==> src/rtl/dpe_accumulator.sv <==
// dpe_accumulator: running accumulator behind the CSA_N reduction tree.
// Sums unsigned partial sums into a wide accumulator, closes a group on
// in_last or after MAX_TERMS beats, and queues each finished group in a
// 2-entry output FIFO.
//
// Handshake: a beat transfers on a rising edge where in_valid && in_ready;
// a result transfers where out_valid && out_ready. A source seeing its
// ready low must hold valid and payload unchanged until the transfer.
`timescale 1ns/1ps
module dpe_accumulator #(
  parameter int WIDTH     = 16,
  parameter int ACC_WIDTH = WIDTH + 8,
  parameter int MAX_TERMS = 16,
  localparam int CNT_W    = $clog2(MAX_TERMS + 1)
) (
  input  logic                 clk,
  input  logic                 rst_n,
  input  logic                 in_valid,
  output logic                 in_ready,
  input  logic [WIDTH-1:0]     in_sum,
  input  logic                 in_last,
  output logic                 out_valid,
  input  logic                 out_ready,
  output logic [ACC_WIDTH-1:0] out_data,
  output logic [CNT_W-1:0]     out_count,
  output logic                 out_overflow,
  output logic                 out_trunc,
  output logic                 o_dbg_state
);

  typedef enum logic {
    S_EMPTY = 1'b0,
    S_ACCUM = 1'b1
  } state_t;

  // Accumulator state
  state_t               r_state;
  logic [ACC_WIDTH-1:0] r_acc;
  logic [CNT_W-1:0]     r_cnt;
  logic                 r_ovf;

  // Output FIFO storage
  logic [ACC_WIDTH-1:0] r_q_data  [2];
  logic [CNT_W-1:0]     r_q_count [2];
  logic                 r_q_ovf   [2];
  logic                 r_q_trunc [2];
  logic                 r_wr_ptr;
  logic                 r_rd_ptr;
  logic [1:0]           r_fcnt;

  logic                 w_in_fire;
  logic                 w_pop;
  logic [ACC_WIDTH:0]   w_sum;
  logic [CNT_W-1:0]     w_cnt_nxt;
  logic                 w_close;
  logic                 w_carry;

  // Room exists when the FIFO is not full, or when the head leaves this edge.
  assign in_ready  = rst_n && (!r_fcnt[1] || out_ready);
  assign w_in_fire = in_valid && in_ready;
  assign w_pop     = (r_fcnt != 2'd0) && out_ready;

  // One extra bit on the adder captures the carry-out of ACC_WIDTH.
  assign w_sum     = {1'b0, r_acc} + (ACC_WIDTH + 1)'(in_sum);
  assign w_carry   = w_sum[ACC_WIDTH];
  assign w_cnt_nxt = r_cnt + CNT_W'(1);
  assign w_close   = w_in_fire && (in_last || (w_cnt_nxt == CNT_W'(MAX_TERMS)));

  // Group FSM: a closing beat hands its totals to the FIFO and returns to EMPTY
  // on the same edge, so the next beat can start a new group immediately.
  always_ff @(posedge clk) begin
    if (!rst_n) begin
      r_state <= S_EMPTY;
      r_acc   <= '0;
      r_cnt   <= '0;
      r_ovf   <= 1'b0;
    end else if (w_in_fire) begin
      if (w_close) begin
        r_state <= S_EMPTY;
        r_acc   <= '0;
        r_cnt   <= '0;
        r_ovf   <= 1'b0;
      end else begin
        r_state <= S_ACCUM;
        r_acc   <= w_sum[ACC_WIDTH-1:0];
        r_cnt   <= w_cnt_nxt;
        r_ovf   <= r_ovf | w_carry;
      end
    end
  end

  // Two-entry FIFO; push and pop may coincide, including when full.
  always_ff @(posedge clk) begin
    if (!rst_n) begin
      for (int i = 0; i < 2; i++) begin
        r_q_data[i]  <= '0;
        r_q_count[i] <= '0;
        r_q_ovf[i]   <= 1'b0;
        r_q_trunc[i] <= 1'b0;
      end
      r_wr_ptr <= 1'b0;
      r_rd_ptr <= 1'b0;
      r_fcnt   <= 2'd0;
    end else begin
      if (w_close) begin
        r_q_data[r_wr_ptr]  <= w_sum[ACC_WIDTH-1:0];
        r_q_count[r_wr_ptr] <= w_cnt_nxt;
        r_q_ovf[r_wr_ptr]   <= r_ovf | w_carry;
        r_q_trunc[r_wr_ptr] <= !in_last;
        r_wr_ptr            <= ~r_wr_ptr;
      end
      if (w_pop) begin
        r_rd_ptr <= ~r_rd_ptr;
      end
      case ({w_close, w_pop})
        2'b10:   r_fcnt <= r_fcnt + 2'd1;
        2'b01:   r_fcnt <= r_fcnt - 2'd1;
        default: r_fcnt <= r_fcnt;
      endcase
    end
  end

  assign out_valid    = (r_fcnt != 2'd0);
  assign out_data     = r_q_data[r_rd_ptr];
  assign out_count    = r_q_count[r_rd_ptr];
  assign out_overflow = r_q_ovf[r_rd_ptr];
  assign out_trunc    = r_q_trunc[r_rd_ptr];
  assign o_dbg_state  = r_state;

endmodule

==> config.mk <==
export PLATFORM = sky130hd
export DESIGN_NAME = dpe_accumulator
export DESIGN_NICKNAME = d
export VERILOG_FILES = /design/src/rtl/dpe_accumulator.sv
export SDC_FILE = /design/constraint.sdc
export NUM_CORES = 1
export LEC_CHECK = 0
export CAP_MARGIN = 20
export CORE_ASPECT_RATIO = 1.2
export CORE_MARGIN = 4
export CORE_UTILIZATION = 40
export CTS_CLUSTER_SIZE = 24
export DETAILED_ROUTE_END_ITERATION = 16
export MAX_ROUTING_LAYER = met4
export PLACE_DENSITY = 0.67
export SLEW_MARGIN = 20
export SYNTH_ARGS = -nofsm -noshare
export SYNTH_HDL_FRONTEND = slang
export SYNTH_SLANG_ARGS = --single-unit
==> constraint.sdc <==
create_clock -name clk -period 4.5 [get_ports clk]
set_clock_uncertainty 0.15 [all_clocks]
set_input_delay 1.35 -clock clk [delete_from_list [all_inputs] [get_ports clk]]
set_output_delay 1.35 -clock clk [all_outputs]
set_load 0.01 [all_outputs]
=== After elaboration in Yosys (flattened, before gate mapping) ===
Memories as Yosys holds them, arrays and structs flattened. A register that Yosys moved wholly into a read port is not among the register bits.
Index checks and enable logic that the tools add are counted.

* Bitwise operators: 3
* Equal/unequal tests: 3
* Add/sub/neg operators: 4
* Reduce and logical (&&, ||, !) cells: 14
* Multiplexer cells: 29

{| class="wikitable"
|+ Operators with widths
! kind !! number
|-
| 24-bit 2-to-1 mux || 2
|-
| 24-bit by 16-bit adder with 25-bit output || 1
|-
| 1-bit 2-to-1 mux || 24
|-
| 24-bit OR reduction || 1
|-
| 5-bit 2-to-1 mux || 2
|-
| 5-bit by 1-bit adder with 5-bit output (second input constant) || 1
|-
| 5-bit == test (second input constant) || 1
|-
| 5-bit OR reduction || 1
|-
| 1-bit logical AND || 4
|-
| 2-bit one-hot mux with 2 select lines || 1
|-
| 2-bit nonzero test || 2
|-
| 2-bit by 1-bit adder with 2-bit output (second input constant) || 1
|-
| 2-bit by 1-bit == test with 1-bit output (second input constant) || 1
|-
| 2-bit == test (second input constant) || 1
|-
| 1-bit zero test || 2
|-
| 1-bit logical OR || 2
|-
| 1-bit NOT || 2
|-
| 1-bit OR reduction || 2
|-
| 2-bit by 1-bit subtractor with 2-bit output (second input constant) || 1
|-
| 1-bit OR || 1
|}

* Register bits after elaboration: 35
* Memory bits (writable): 62
* Input port bits: 21
* Word-level logic and storage cells: 64
* Output and inout port bits: 34
* Memories: 4

{| class="wikitable"
|+ Memories
! name !! words !! bits a word !! read ports !! clocked after Yosys merged registers in !! write ports !! RTL line !! text
|-
| r_q_data || 2 || 24 || 1 || 1 || 2 || 43 || <nowiki>logic [ACC_WIDTH-1:0] r_q_data [2];</nowiki>
|-
| r_q_count || 2 || 5 || 1 || 1 || 2 || 44 || <nowiki>logic [CNT_W-1:0] r_q_count [2];</nowiki>
|-
| r_q_ovf || 2 || 1 || 1 || 1 || 2 || 45 || <nowiki>logic r_q_ovf [2];</nowiki>
|-
| r_q_trunc || 2 || 1 || 1 || 1 || 2 || 46 || <nowiki>logic r_q_trunc [2];</nowiki>
|}

=== Longest topological paths before layout ===
* Word-level depth: 10
* Mapped depth: 9
* Mapped depth without buffers: 9

=== Worst setup path before layout ===
No wires, ideal clock.

* Kind: input -> register
* Start: input rst_n
* End: memory r_q_count[0][0] (netlist bit), enable pin
* Slack: 1.102 ns
* Stages on the path: 6
* Data required time: 3.964 ns
* Data arrival time: 2.862 ns
* Buffers on the path: 2
* Setup time: 0.386 ns
* Cell sequence: o211a_1 > nand2b_1 > or2_1 > buf_2 > buf_2 > nand2_1

{| class="wikitable"
|+ RTL lines
! element !! RTL line !! text
|-
| start: declaration || 17 || <nowiki>input logic rst_n,</nowiki>
|-
| end: declaration || 44 ||
|}

=== Final worst setup path ===
* Start: input out_ready
* End: output in_ready

* Longest elaborated chain between the ends: 2

{| class="wikitable"
|+ RTL lines
! element !! RTL line !! text
|-
| start: declaration || 23 || <nowiki>input logic out_ready,</nowiki>
|-
| 1-bit logical OR || 59 || <nowiki>assign in_ready = rst_n && (!r_fcnt[1] || out_ready);</nowiki>
|-
| 1-bit logical AND || 59 ||
|-
| end: declaration || 19 || <nowiki>output logic in_ready,</nowiki>
|}

No other way between the ends.

==> flow_summary_export.csv <==
group,metric,value,unit
timing,min_period,4030,ps
critical_path,cpPeakStageDelay,530,ps
timing,timing.final.crit_share,0.897,
timing,hold_viol_final,0,
layout,area_growth,21.0,%
clocking,cts.sinks,98,
floorplanning,start_util,0.409,
synth,synth_flop_cell,"edfxtp_1",
timing,slew_violations,0,
critical_path,worstPathRequired,3000,ps
critical_path,rrSetupSlack,1910,ps
placement,place_congestion,0.854,
clocking,clk_latency,340,ps
drt,drt_pass1_iterations,4,
placement,place_hpwl,8890,µm
critical_path,crit_path_top_delay_cell,"clkdlybuf4s50_1",
synth,synth_fp_nets,551,
floorplanning,die_area,14900,µm²
synth,yosysSeqAreaShare,0.488,
run_status,status,"finished, final reports clean",
clocking,tritoncts,"yes",
layout,multiInputGateArea,2510,µm²
timing,fin_ws,466,ps
clocking,cts.hold.buffers_added,0,
global_routing,grt_start_max_net_pins,32,
clocking,ctsResizeCount,0,
drt,routed_wirelength,12400,µm
power,power.density,364,nW/µm²
drt,wl_per_cell,16.9,µm
timing,timing.hold.ws,307,ps
critical_path,crit_path_start_kind,"primary input",
timing,rsz0062_at_grt,"no",
timing,worst_pin_slew,839,ps
drt,ant_nets,0,
synth,synth_area,5210,µm²
layout,fillers,1225,
min_path,hp-class,"reg2reg",
floorplanning,placementRows,45,
placement,dp_slack,428,ps
floorplanning,core,12700,µm²
timing,fmax,248,MHz
global_routing,grt_overflow,0,
timing,relSlewSlack,0.440,
synth,ys_seq_elements,98,
critical_path,cp.arrival,2530,ps
floorplanning,die_x,112,µm
synth,async_flop_share,0,
layout,drive_gt1_frac,0.137,
placement,port_buffers,54,
synth,yosysUniqueCellTypes,63,
run,drv_cap,0,
critical_path,worstPathMaxFanout,3,
clocking,clk_transition_reported_paths,60,ps
timing,finalSetupTns,0,ps
clocking,clockBufferDepth,2,
clocking,cts_made_buffers,9,
power,power.leakage,2.29,nW
global_routing,antenna_found_initial,0,
global_routing,track_usage,0.174,
layout,register_area,2540,µm²
global_routing,grt_pass1_vias,3951,
synth,synth_top_cell_by_area,"edfxtp_1",
clocking,postCtsSetupBuffers,0,
floorplanning,pin_count,55,
timing,finalSetupViolations,0,
clocking,clock-root-buffer,"clkbuf_16",
layout,n_antenna_cell,0,
drt,num_vias,3950,
synth,synth_top_area_share,0.335,
power,total_power,2.29,mW
synth,synth_edf_count,58,
clocking,htree_levels,3,
synth,synth.avg_cell_area,10.2,µm²
critical_path,crit_type,"in2out",
global_routing,grt_pass1_wl,20000,µm
critical_path,cp-end-kind,"primary output",
drt,drc,0,
critical_path,crit_chain,"clkdlybuf4s50_1, o21a_1, clkdlybuf4s50_1",
drt,vias_per_cell,5.37,
synth,synthCells,511,
synth,ys_warn_count,0,
synth,ys_top_cells_by_area,"edfxtp_1, dfxtp_1, mux2_2, ha_1, nor2_1",
critical_path,cpMostUsedCell,"clkdlybuf4s50_1",
power,peakVddDrop,0.200,mV
layout,nNetsFinal,606,
drt,drt_iter0_drc,248,
floorplanning,die_y,133,µm
==> cell type report <==
class	instances	share of cell area
clock buffers	10	0.0379
clock inverters	6	0.0141
inverters	13	0.00774
multi-input cells	377	0.399
flip-flops and latches	98	0.403
well taps	164	0.0326
repair buffers	67	0.105
==> layer usage <==
metal | track usage | up-vias | wire length, µm
li1 | - | 1969 | -
met1 | 0.201 | 1904 | 5290
met2 | 0.310 | 63 | 6480
met3 | 0.0224 | 14 | 441
met4 | 0.0574 | 0 | 187
met5 | - | - | 0
==> Yosys cell counts, types with 3 or more instances <==
library cell / number
and2_1: 16
a21oi_1: 26
a211o_1: 3
xnor2_1: 14
a22oi_1: 4
a21o_1: 5
nor2b_1: 7
ha_1: 18
nor2_1: 60
o22ai_1: 3
and3_1: 4
xor2_1: 6
nand2b_1: 5
inv_1: 13
o21ai_0: 26
or2_1: 5
o21ai_1: 13
or3_1: 7
a31oi_1: 6
clkbuf_1: 8
nor3_1: 4
a21boi_0: 3
o21a_1: 5
a2111o_1: 3
edfxtp_1: 58
dfxtp_1: 40
nand3_1: 18
mux2_2: 34
nand2_1: 39
buf_2: 11
buf_1: 3
nand4_1: 3
==> worst paths after layout <==
kind | endpoint | depth (start not counted) | from
hold reg to reg | o_dbg_state | 2 | o_dbg_state
setup reg to reg | r_q_data[0][18] | 9 | r_acc[0]
hold / removal | o_dbg_state | 2 | o_dbg_state
setup / recovery | in_ready | 3 | out_ready
==> where the power goes <==
part	internal (mW)	switching, mW	leakage (nW)
Combinational	0.216	0.228	1.20
Sequential	0.993	0.0174	0.929
Clock	0.504	0.332	0.160
==> through the flow <==
stage	util	std cells	area [µm²]
final	0.495	735	6300
after floorplan	-	511	5210
after detailed placement	0.469	719	5970
after global routing	0.495	735	6300
after CTS	0.495	735	6300
after global placement	0.469	719	5970
==> logic make-up (layout without fill, tap and decap cells) <==
family / Yosys count / in the layout / synth area share
simple gates: 182 / 182 / 0.173
compound gates: 120 / 120 / 0.152
flops: 98 / 98 / 0.488
mux: 36 / 36 / 0.0774
buf+inv: 36 / 96 / 0.0288
xor+xnor: 20 / 20 / 0.0336
fa+ha+maj: 19 / 19 / 0.0471
==> registers in the layout, indices dropped and copies added, names as in the netlist, named ones only <==
register / cells
o_dbg_state: 1
r_acc: 24
r_cnt: 5
r_fcnt: 2
r_ovf: 1
r_q_count: 10
r_q_data: 48
r_q_ovf: 2
r_q_trunc: 2
r_rd_ptr: 1
r_wr_ptr: 1
==> critical path: cells and delay by family <==
family / cells / cell delay, ps
buffers and inverters: 2 / 1040
AOI/OAI and AO/OA: 1 / 140
==> cells in the final DEF (no fill, tap or decap), types with 6 or more instances in the layout <==
master / instances
a31oi_1: 6
buf_4: 11
and2_1: 16
mux2_2: 34
o21ai_0: 26
nand2_1: 39
edfxtp_1: 58
xor2_1: 6
a21oi_1: 26
ha_1: 18
nor2b_1: 7
xnor2_1: 14
inv_1: 13
o21ai_1: 13
nor2_1: 60
clkbuf_16: 9
clkdlybuf4s50_1: 54
dfxtp_1: 40
nand3_1: 18
or3_1: 7
(Power assumes the default switching activity.)
